## src/rtl/sha256_stream_padder.sv

```systemverilog
// Purpose: SHA-256/224 message padder; packs a big-endian word stream into 512-bit blocks and drives the core's init/next handshake.
// Latency: 1 word/cycle in FILL, 1 cycle ISSUE->WAIT, digest_valid 2 cycles after the final block's digest is seen.
// Backpressure: s_ready is high only in FILL; the padder stalls in ISSUE until core_ready, and in WAIT until core_valid_digest.
//
// Ports:
//   clk, n_rst                  clock, asynchronous active-low reset
//   mode                        1 = SHA-256, 0 = SHA-224 (latched on first word of a message)
//   s_valid/s_ready/s_data      message word stream, byte 0 in [31:24]
//   s_last, s_bytes             final word marker, valid bytes in final word (0 means 4)
//   core_init/core_next         one-cycle block pulses to the core
//   core_mode, core_block       latched mode and current block (word 0 in [511:480])
//   core_ready, core_valid_digest, core_digest   core status and result
//   digest_valid, digest        final hash pulse and held hash
//   busy                        message in progress
module sha256_stream_padder (
  input  logic         clk,
  input  logic         n_rst,
  input  logic         mode,
  input  logic         s_valid,
  output logic         s_ready,
  input  logic [31:0]  s_data,
  input  logic         s_last,
  input  logic [1:0]   s_bytes,
  output logic         core_init,
  output logic         core_next,
  output logic         core_mode,
  output logic [511:0] core_block,
  input  logic         core_ready,
  input  logic         core_valid_digest,
  input  logic [255:0] core_digest,
  output logic         digest_valid,
  output logic [255:0] digest,
  output logic         busy
);

  localparam logic [1:0] FILL  = 2'd0;
  localparam logic [1:0] ISSUE = 2'd1;
  localparam logic [1:0] WAIT  = 2'd2;
  localparam logic [1:0] DONE  = 2'd3;

  logic [1:0]  state;
  logic [31:0] blk [16];
  logic [3:0]  widx;
  logic [60:0] nbytes;
  logic        first_blk;
  logic        final_blk;
  logic        extra_blk;

  logic        accept;
  logic [2:0]  last_n;
  logic [60:0] nbytes_nxt;
  logic [63:0] bitlen_nxt;
  logic [63:0] bitlen_cur;
  logic [31:0] keep_mask;
  logic [31:0] pad_bit;
  logic [31:0] last_word;
  logic [4:0]  free_idx;
  logic        len_fits;
  logic [31:0] pad_blk [16];
  logic [31:0] extra    [16];

  assign s_ready = (state == FILL);
  assign accept  = s_valid && s_ready;

  always_comb begin
    for (int j = 0; j < 16; j++) begin
      core_block[511-32*j -: 32] = blk[j];
    end
  end

  // Padded image of the block if the current word is the last one.
  always_comb begin
    last_n     = (s_last && s_bytes != 2'd0) ? {1'b0, s_bytes} : 3'd4;
    nbytes_nxt = nbytes + 61'(last_n);
    bitlen_nxt = {nbytes_nxt, 3'b000};
    bitlen_cur = {nbytes, 3'b000};
    keep_mask  = 32'hFFFF_FFFF;
    pad_bit    = 32'h0000_0000;
    case (s_bytes)
      2'd1: begin keep_mask = 32'hFF00_0000; pad_bit = 32'h0080_0000; end
      2'd2: begin keep_mask = 32'hFFFF_0000; pad_bit = 32'h0000_8000; end
      2'd3: begin keep_mask = 32'hFFFF_FF00; pad_bit = 32'h0000_0080; end
      default: begin keep_mask = 32'hFFFF_FFFF; pad_bit = 32'h0000_0000; end
    endcase
    last_word = (s_data & keep_mask) | pad_bit;
    free_idx  = {1'b0, widx} + ((last_n == 3'd4) ? 5'd2 : 5'd1);
    len_fits  = (free_idx <= 5'd14);

    for (int j = 0; j < 16; j++) begin
      if (5'(j) < {1'b0, widx}) begin
        pad_blk[j] = blk[j];
      end else if (5'(j) == {1'b0, widx}) begin
        pad_blk[j] = last_word;
      end else if ((5'(j) == {1'b0, widx} + 5'd1) && (last_n == 3'd4)) begin
        pad_blk[j] = 32'h8000_0000;
      end else begin
        pad_blk[j] = 32'h0000_0000;
      end
    end
    if (len_fits) begin
      pad_blk[14] = bitlen_nxt[63:32];
      pad_blk[15] = bitlen_nxt[31:0];
    end

    // The 0x80 spills into the extra block only when the message filled the
    // previous block exactly, i.e. the byte count is a multiple of 64.
    for (int j = 0; j < 16; j++) begin
      extra[j] = 32'h0000_0000;
    end
    if (nbytes[5:0] == 6'd0) begin
      extra[0] = 32'h8000_0000;
    end
    extra[14] = bitlen_cur[63:32];
    extra[15] = bitlen_cur[31:0];
  end

  always_ff @(posedge clk or negedge n_rst) begin
    if (!n_rst) begin
      state        <= FILL;
      for (int j = 0; j < 16; j++) begin
        blk[j] <= 32'h0;
      end
      widx         <= 4'd0;
      nbytes       <= 61'd0;
      first_blk    <= 1'b1;
      final_blk    <= 1'b0;
      extra_blk    <= 1'b0;
      core_init    <= 1'b0;
      core_next    <= 1'b0;
      core_mode    <= 1'b0;
      digest_valid <= 1'b0;
      digest       <= 256'h0;
      busy         <= 1'b0;
    end else begin
      core_init    <= 1'b0;
      core_next    <= 1'b0;
      digest_valid <= 1'b0;
      case (state)
        FILL: begin
          if (accept) begin
            nbytes <= nbytes_nxt;
            if (!busy) begin
              busy      <= 1'b1;
              core_mode <= mode;
            end
            if (s_last) begin
              for (int j = 0; j < 16; j++) begin
                blk[j] <= pad_blk[j];
              end
              final_blk <= len_fits;
              extra_blk <= !len_fits;
              state     <= ISSUE;
            end else begin
              blk[widx] <= s_data;
              if (widx == 4'd15) begin
                final_blk <= 1'b0;
                state     <= ISSUE;
              end else begin
                widx <= widx + 4'd1;
              end
            end
          end
        end
        ISSUE: begin
          if (core_ready) begin
            core_init <= first_blk;
            core_next <= !first_blk;
            first_blk <= 1'b0;
            state     <= WAIT;
          end
        end
        WAIT: begin
          // While our pulse is still high the core has not yet cleared the
          // previous block's digest-valid, so it must not be trusted.
          if (core_valid_digest && !(core_init || core_next)) begin
            if (final_blk) begin
              digest <= core_digest;
              state  <= DONE;
            end else if (extra_blk) begin
              for (int j = 0; j < 16; j++) begin
                blk[j] <= extra[j];
              end
              final_blk <= 1'b1;
              extra_blk <= 1'b0;
              state     <= ISSUE;
            end else begin
              for (int j = 0; j < 16; j++) begin
                blk[j] <= 32'h0;
              end
              widx  <= 4'd0;
              state <= FILL;
            end
          end
        end
        default: begin
          digest_valid <= 1'b1;
          for (int j = 0; j < 16; j++) begin
            blk[j] <= 32'h0;
          end
          widx      <= 4'd0;
          nbytes    <= 61'd0;
          final_blk <= 1'b0;
          extra_blk <= 1'b0;
          first_blk <= 1'b1;
          busy      <= 1'b0;
          state     <= FILL;
        end
      endcase
    end
  end

endmodule

```

## config.mk

```make
export PLATFORM = sky130hd
export DESIGN_NAME = sha256_stream_padder
export DESIGN_NICKNAME = d
export VERILOG_FILES = /design/src/rtl/sha256_stream_padder.sv
export SDC_FILE = /design/constraint.sdc
export NUM_CORES = 2
export LEC_CHECK = 0
export BUFFER_PORTS_ARGS = -buffer_cell sky130_fd_sc_hd__buf_2
export CAP_MARGIN = 20
export CORE_AREA = 5 5 416 418
export CTS_BUF_LIST = sky130_fd_sc_hd__clkbuf_8
export CTS_CLUSTER_DIAMETER = 200
export CTS_CLUSTER_SIZE = 24
export DETAILED_ROUTE_END_ITERATION = 8
export DIE_AREA = 0 0 421 423
export HOLD_SLACK_MARGIN = 0.02
export PLACE_DENSITY = 0.5
export SLEW_MARGIN = 10
export SYNTH_ARGS = -nofsm -noshare
export SYNTH_HDL_FRONTEND = slang
export SYNTH_SLANG_ARGS = --single-unit
export TNS_END_PERCENT = 100
```

## constraint.sdc

```tcl
create_clock -name clk -period 3.19 [get_ports clk]
set_input_delay 0.319 -clock clk [delete_from_list [all_inputs] [get_ports clk]]
set_output_delay 0.319 -clock clk [all_outputs]
set_load 0.02 [all_outputs]
```

Word level (Yosys, flattened, before mapping)

Cells that the tools add are included.

Bits in read-only memories: 0
Bits in registers: 843
Word-level logic and storage cells: 274
Output and inout bits: 774
Input bits: 297
Memory bits (writable): 0
Latch bits: 0
Memories: 0

Bitwise gates (word level): 7
Order comparisons: 18
Divide/modulo/power cells: 0
Multipliers: 0
Reduce and logical (&&, ||, !) cells: 56
Equality and inequality tests: 61
Shifts and indexed selects: 0
Mux-type cells: 100
$add $sub $neg: 4

Operators by type and width:

| cell                 | count |
|---|---|
| $mux W512            | 5 |
| $mux W32             | 49 |
| $pmux W512 S3        | 1 |
| $bwmux W512          | 1 |
| $pmux W24 S3         | 2 |
| $demux W32 S4        | 1 |
| $pmux W61 S2         | 1 |
| $reduce_and A5 Y1    | 16 |
| $mux W64             | 1 |
| $add A61 B3 Y61      | 1 |
| $mux W61             | 1 |
| $ne A3 B3 Y1 const B | 14 |
| $eq A4 B5 Y1 const A | 8 |
| $and A32 B32 Y32     | 1 |
| $eq A4 B4 Y1 const A | 8 |
| $or A32 B32 Y32      | 1 |
| $lt A4 B4 Y1 const A | 7 |
| $mux W4              | 6 |
| $eq A3 B5 Y1 const A | 4 |
| $logic_and A1 B1 Y1  | 20 |
| $mux W1              | 18 |
| $eq A3 B4 Y1 const A | 4 |
| $lt A3 B4 Y1 const A | 4 |
| $mux W2              | 7 |
| other kinds (40)     | 65 |

Depth between registers and ports, before layout

Depth after elaboration: 12
Gate-level depth with buffers: 17
Depth with buffers taken out: 14

Least setup slack after synthesis

OpenSTA, ideal clock, no wires.

Path kind: input -> register
Start: in s_last
End: reg blk (netlist bit core_block[48])
Setup time: 122 ps
Required time: 3068 ps
Setup slack: -824 ps
Cell stages on the path: 16
Path buffers: 6
Arrival: 3892 ps
Path through: clkbuf_1 > clkbuf_1 > buf_1 > buf_1 > nand2_1 > inv_1 > ha_1 > inv_1 > fa_1 > nand2b_1 > or3_1 > nand4_1 > clkbuf_1 > clkbuf_1 > o211ai_1 > a32o_1

Longest elaborated chain between the ends: 10
Elaborated cells on any way between the ends: 13

RTL lines:

| item                          | line | text |
|---|---|---|
| start, declared               | 22   | `input logic s_last,` |
| $logic_and A1 B1 Y1           | 73   | `last_n = (s_last && s_bytes != 2'd0) ? {1'b0, s_bytes} : 3'd4;` |
| $mux W3                       | 73   |  |
| $eq A3 B3 Y1                  | 86   | `free_idx = {1'b0, widx} + ((last_n == 3'd4) ? 5'd2 : 5'd1);` |
| $mux W2                       | 86   |  |
| $add A4 B2 Y5                 | 86   |  |
| $le A5 B4 Y1                  | 87   | `len_fits = (free_idx <= 5'd14);` |
| $mux W64                      | 100  | `if (len_fits) begin` |
| $mux W512                     | 146  | `if (s_last) begin` |
| $mux W512                     | 140  | `if (accept) begin` |
| $pmux W512 S3                 | 138  | `case (state)` |
| end signal, assigned by index | 148  | `blk[j] <= pad_blk[j];` |
| end signal, assigned by index | 154  | `blk[widx] <= s_data;` |
| end signal, assigned by index | 181  | `blk[j] <= extra[j];` |
| end, declared                 | 42   | `logic [31:0] blk [16];` |

Parallel ways exist; a longest one is shown, timed or not. The select of a mux whose other input is x is not followed.
A chain may end at the register's enable or synchronous reset.

Worst setup path in the final report

Start: reg state[0]
End: reg blk (netlist bit core_block[234])

Longest elaborated chain between the ends: 4
Elaborated cells on any way between the ends: 11

RTL lines:

| item                               | line    | text |
|---|---|---|
| start, declared                    | 41      | `logic [1:0] state;` |
| start signal, assigned             | 119     | `state <= FILL;` |
| start signal, assigned             | 152     | `state <= ISSUE;` |
| start signal, assigned             | 157     | `state <= ISSUE;` |
| $logic_not A2 Y1                   | 62, 138 |  |
| $logic_and A1 B1 Y1                | 63      | `assign accept = s_valid && s_ready;` |
| $ne A2 B1 Y1 (no source line)      | n/a     |  |
| $reduce_and A5 Y1 (no source line) | n/a     |  |

Parallel ways exist; a longest one is shown, timed or not.

==> out/metrics.yaml <==
synthesis:
  syn_area_mm2: 0.0372
  synth_async_sr_flop_share_pct: 100
  yosysMostFrequentCell: "dfrtp_1"
  synth_edf_count: 0
  synth_top_area_share_pct: 56.7
  synthTopCellsByArea: "dfrtp_1, mux2_2, a22o_1, o21ai_0, nand2_1"
  synth_top_area_cell: "dfrtp_1"
  postSynthAreaPerCell_um2: 10.9
  synth-main-ff-cell: "dfrtp_1"
  netlist_top_cells_count: "dfrtp_1, nand2_1, o21ai_0, mux2_2"
  ys_warn_count: 0
  synth_cell_type_count: 93
  ys_ff_latch: 843
  synthesis.nets: 3745
  synth.yosys.seq_area_share_pct: 56.7
  synthCells: 3426
clock_tree:
  cts_tree: "built"
  cts_max_path_buffers: 3
  clk_pin_slew_ns: 0.17
  cts.sinks: 843
  htree_levels: 2
  cts_made_buffers: 41
  clock-root-buffer: "clkbuf_8"
  clock_latency_ns: 0.79
placement:
  io_buffer_count: 1070
  dp_slack_ns: -0.305
  place.gp.congestion: 0.939
  dp_hpwl_um: 166000
  dp_cells: 6703
timing:
  slew_viol_final: 0
  maxSlewHeadroom_pct: 31.8
  tightest_slew_ns: 1.02
  hold_viol: 0
  max_freq_ghz: 0.327
  setup_viol: 0
  finalClockSkew_ns: 0.0670
  rsz0062_at_grt: "true"
  period_minus_slack_ns: 3.06
  fin_crit_sh_pct: 96.0
  setup_slack_ns: 0.129
critical_path:
  slowest_stage: "a21boi_1"
  reg2reg_slack_ns: 0.13
  required_ns: 3.87
  crit_top_cell: "buf_4"
  cp_cell_sequence: "inv_1 -> ha_1 -> buf_4 -> buf_4 -> a21boi_1 -> nand2_1 -> o21ai_0"
  path_class: "reg -> reg"
  cp_top_family: "compound AO/OA/AOI/OAI gates"
  endpoint_kind: "flop"
  slowest_delay_ns: 0.65
  critPathArrivalTime_ns: 3.74
  crit_fanout: 20
  cp-start-kind: "flop"
  worstPathBufferInverterCount: 3
grt:
  grt_start_max_net_pins: 75
  grtUsageTotal_pct: 22.7
  grt_pass1_wl_um: 291000
  grt-ovfl-total: 0
  antenna_found_initial: 29
  grt_pass1_vias: 34700
route:
  viasPerCell: 5.04
  drc: 0
  dr.first_iter.drc_count: 3749
  wl_per_cell_um: 30.2
  vias: 35500
  ant_nets: 0
  drt_wl_total_um: 212000
  dr.pass1.iters: 6
floorplanning:
  start_util_pct: 22.0
  rows: 151
  fp.coreArea_mm2: 0.169
  die_width_um: 421
  die_h_um: 423
  dieArea_mm2: 0.178
  io_pins: 1071
cells_and_area:
  layout-drive-gt1-share_pct: 35.6
  nNetsFinal: 5121
  fin_cells: 7041
  syn_to_final_growth_pct: 35.1
power:
  max-vdd-ir-drop_mv: 0.511
  power.density_mw_per_mm2: 763
  p_leak_nw: 24.4
  power_w: 0.0383
hold_path:
  hold_path_class: "in -> reg"
flow_run:
  max_cap_violations: 0
run_status:
  status: "finished, final reports clean"
==> where the power goes <==
| group | switching, W | internal [W] |
|---|---|---|
| combinational | 0.0132 | 0.00568 |
| sequential | 0.00169 | 0.0129 |
| clock | 0.00367 | 0.00121 |
==> layout by cell type (no fill, tap or decap), drive strengths merged, types with 10 or more instances in the layout <==
cell type,instances
a31oi,31
o221ai,10
inv,39
ha,20
o31ai,34
nor4,26
o211ai,27
and3,25
nand4,34
nor3,34
xnor2,14
a22oi,38
a22o,229
o21ai,393
clkbuf,41
diode,14
dfrtp,842
o22ai,34
a21o,14
nor2,114
a21oi,113
nand2,488
nand3,72
or3,11
mux2,260
mux2i,52
dlygate4sd3,274
and2,14
a222oi,13
and4,12
buf,1349
==> registers in the layout (all words and copies together), names as in the netlist, 2 cells and up <==
name        flops
core_block    512
nbytes         61
widx            4
state           2
digest        256
==> layer usage <==
layer / GRT usage (%) / up-vias / routed length, µm
li1: - / 15200 / -
met1: 29.3 / 18300 / 86400
met2: 36.7 / 1788 / 98100
met3: 6.27 / 262 / 19500
met4: 7.77 / 8 / 8310
met5: 0 / - / 55
==> area by class of cell <==
class	instances	area [µm²]
timing repair buffer	1623	10700
sequential	843	21100
inverter	32	120
clock buffer	41	564
fill	17700	118000
tap	2218	2780
antenna	14	35.0
clock inverter	9	58.8
multi-input combinational	2261	14900
==> kinds of logic (layout without fill, tap and decap cells) <==
| logic type | count (synthesis) | after routing | synth area share, % |
|---|---|---|---|
| compound gates | 1028 | 1028 | 18.5 |
| xor+xnor | 22 | 22 | 0.518 |
| fa+ha+maj | 22 | 22 | 0.781 |
| buf+inv | 322 | 1705 | 3.48 |
| flops | 843 | 843 | 56.7 |
| mux | 312 | 312 | 9.27 |
| other cells | 0 | 14 | 0 |
| simple gates | 877 | 877 | 10.7 |
==> through the flow <==
stage	hold WS (ns)	setup TNS (ns)	utilization (%)	area (µm²)
2_1_floorplan	0.0234	0	-	37300
5_1_grt	0.0396	-0.00296	29.8	50200
3_5_place_dp	0.420	-8.24	27.8	46800
3_3_place_gp	0.436	-8.27	27.8	46800
4_1_cts	0.0203	0	29.8	50200
6_report	0.122	0	29.8	50200
==> path summary, 6_finish.rpt <==
kind,start,to,cells past startpoint
setup reg to reg,state[0]$_DFFE_PN0P_,core_block[234]$_DFFE_PN0P_,7
hold reg to reg,core_block[422]$_DFFE_PN0P_,core_block[422]$_DFFE_PN0P_,2
min in group asynchronous,n_rst,core_block[264]$_DFFE_PN0P_,2
hold / removal,s_data[6],core_block[198]$_DFFE_PN0P_,2
setup / recovery,state[0]$_DFFE_PN0P_,core_block[234]$_DFFE_PN0P_,7
max in group asynchronous,n_rst,digest[216]$_DFFE_PN0P_,3
==> timing repair <==
| item | 4_1_cts | 5_1_grt |
|---|---|---|
| hold buffers | 274 | 0 |
| resized for setup | 0 | 2 |
| buffers inserted | 0 | 0 |
| setup endpoints to repair | 0 | 5 |
| endpoints found under the hold margin | 372 | 0 |
No activity file was read; power rests on OpenSTA's default activity.
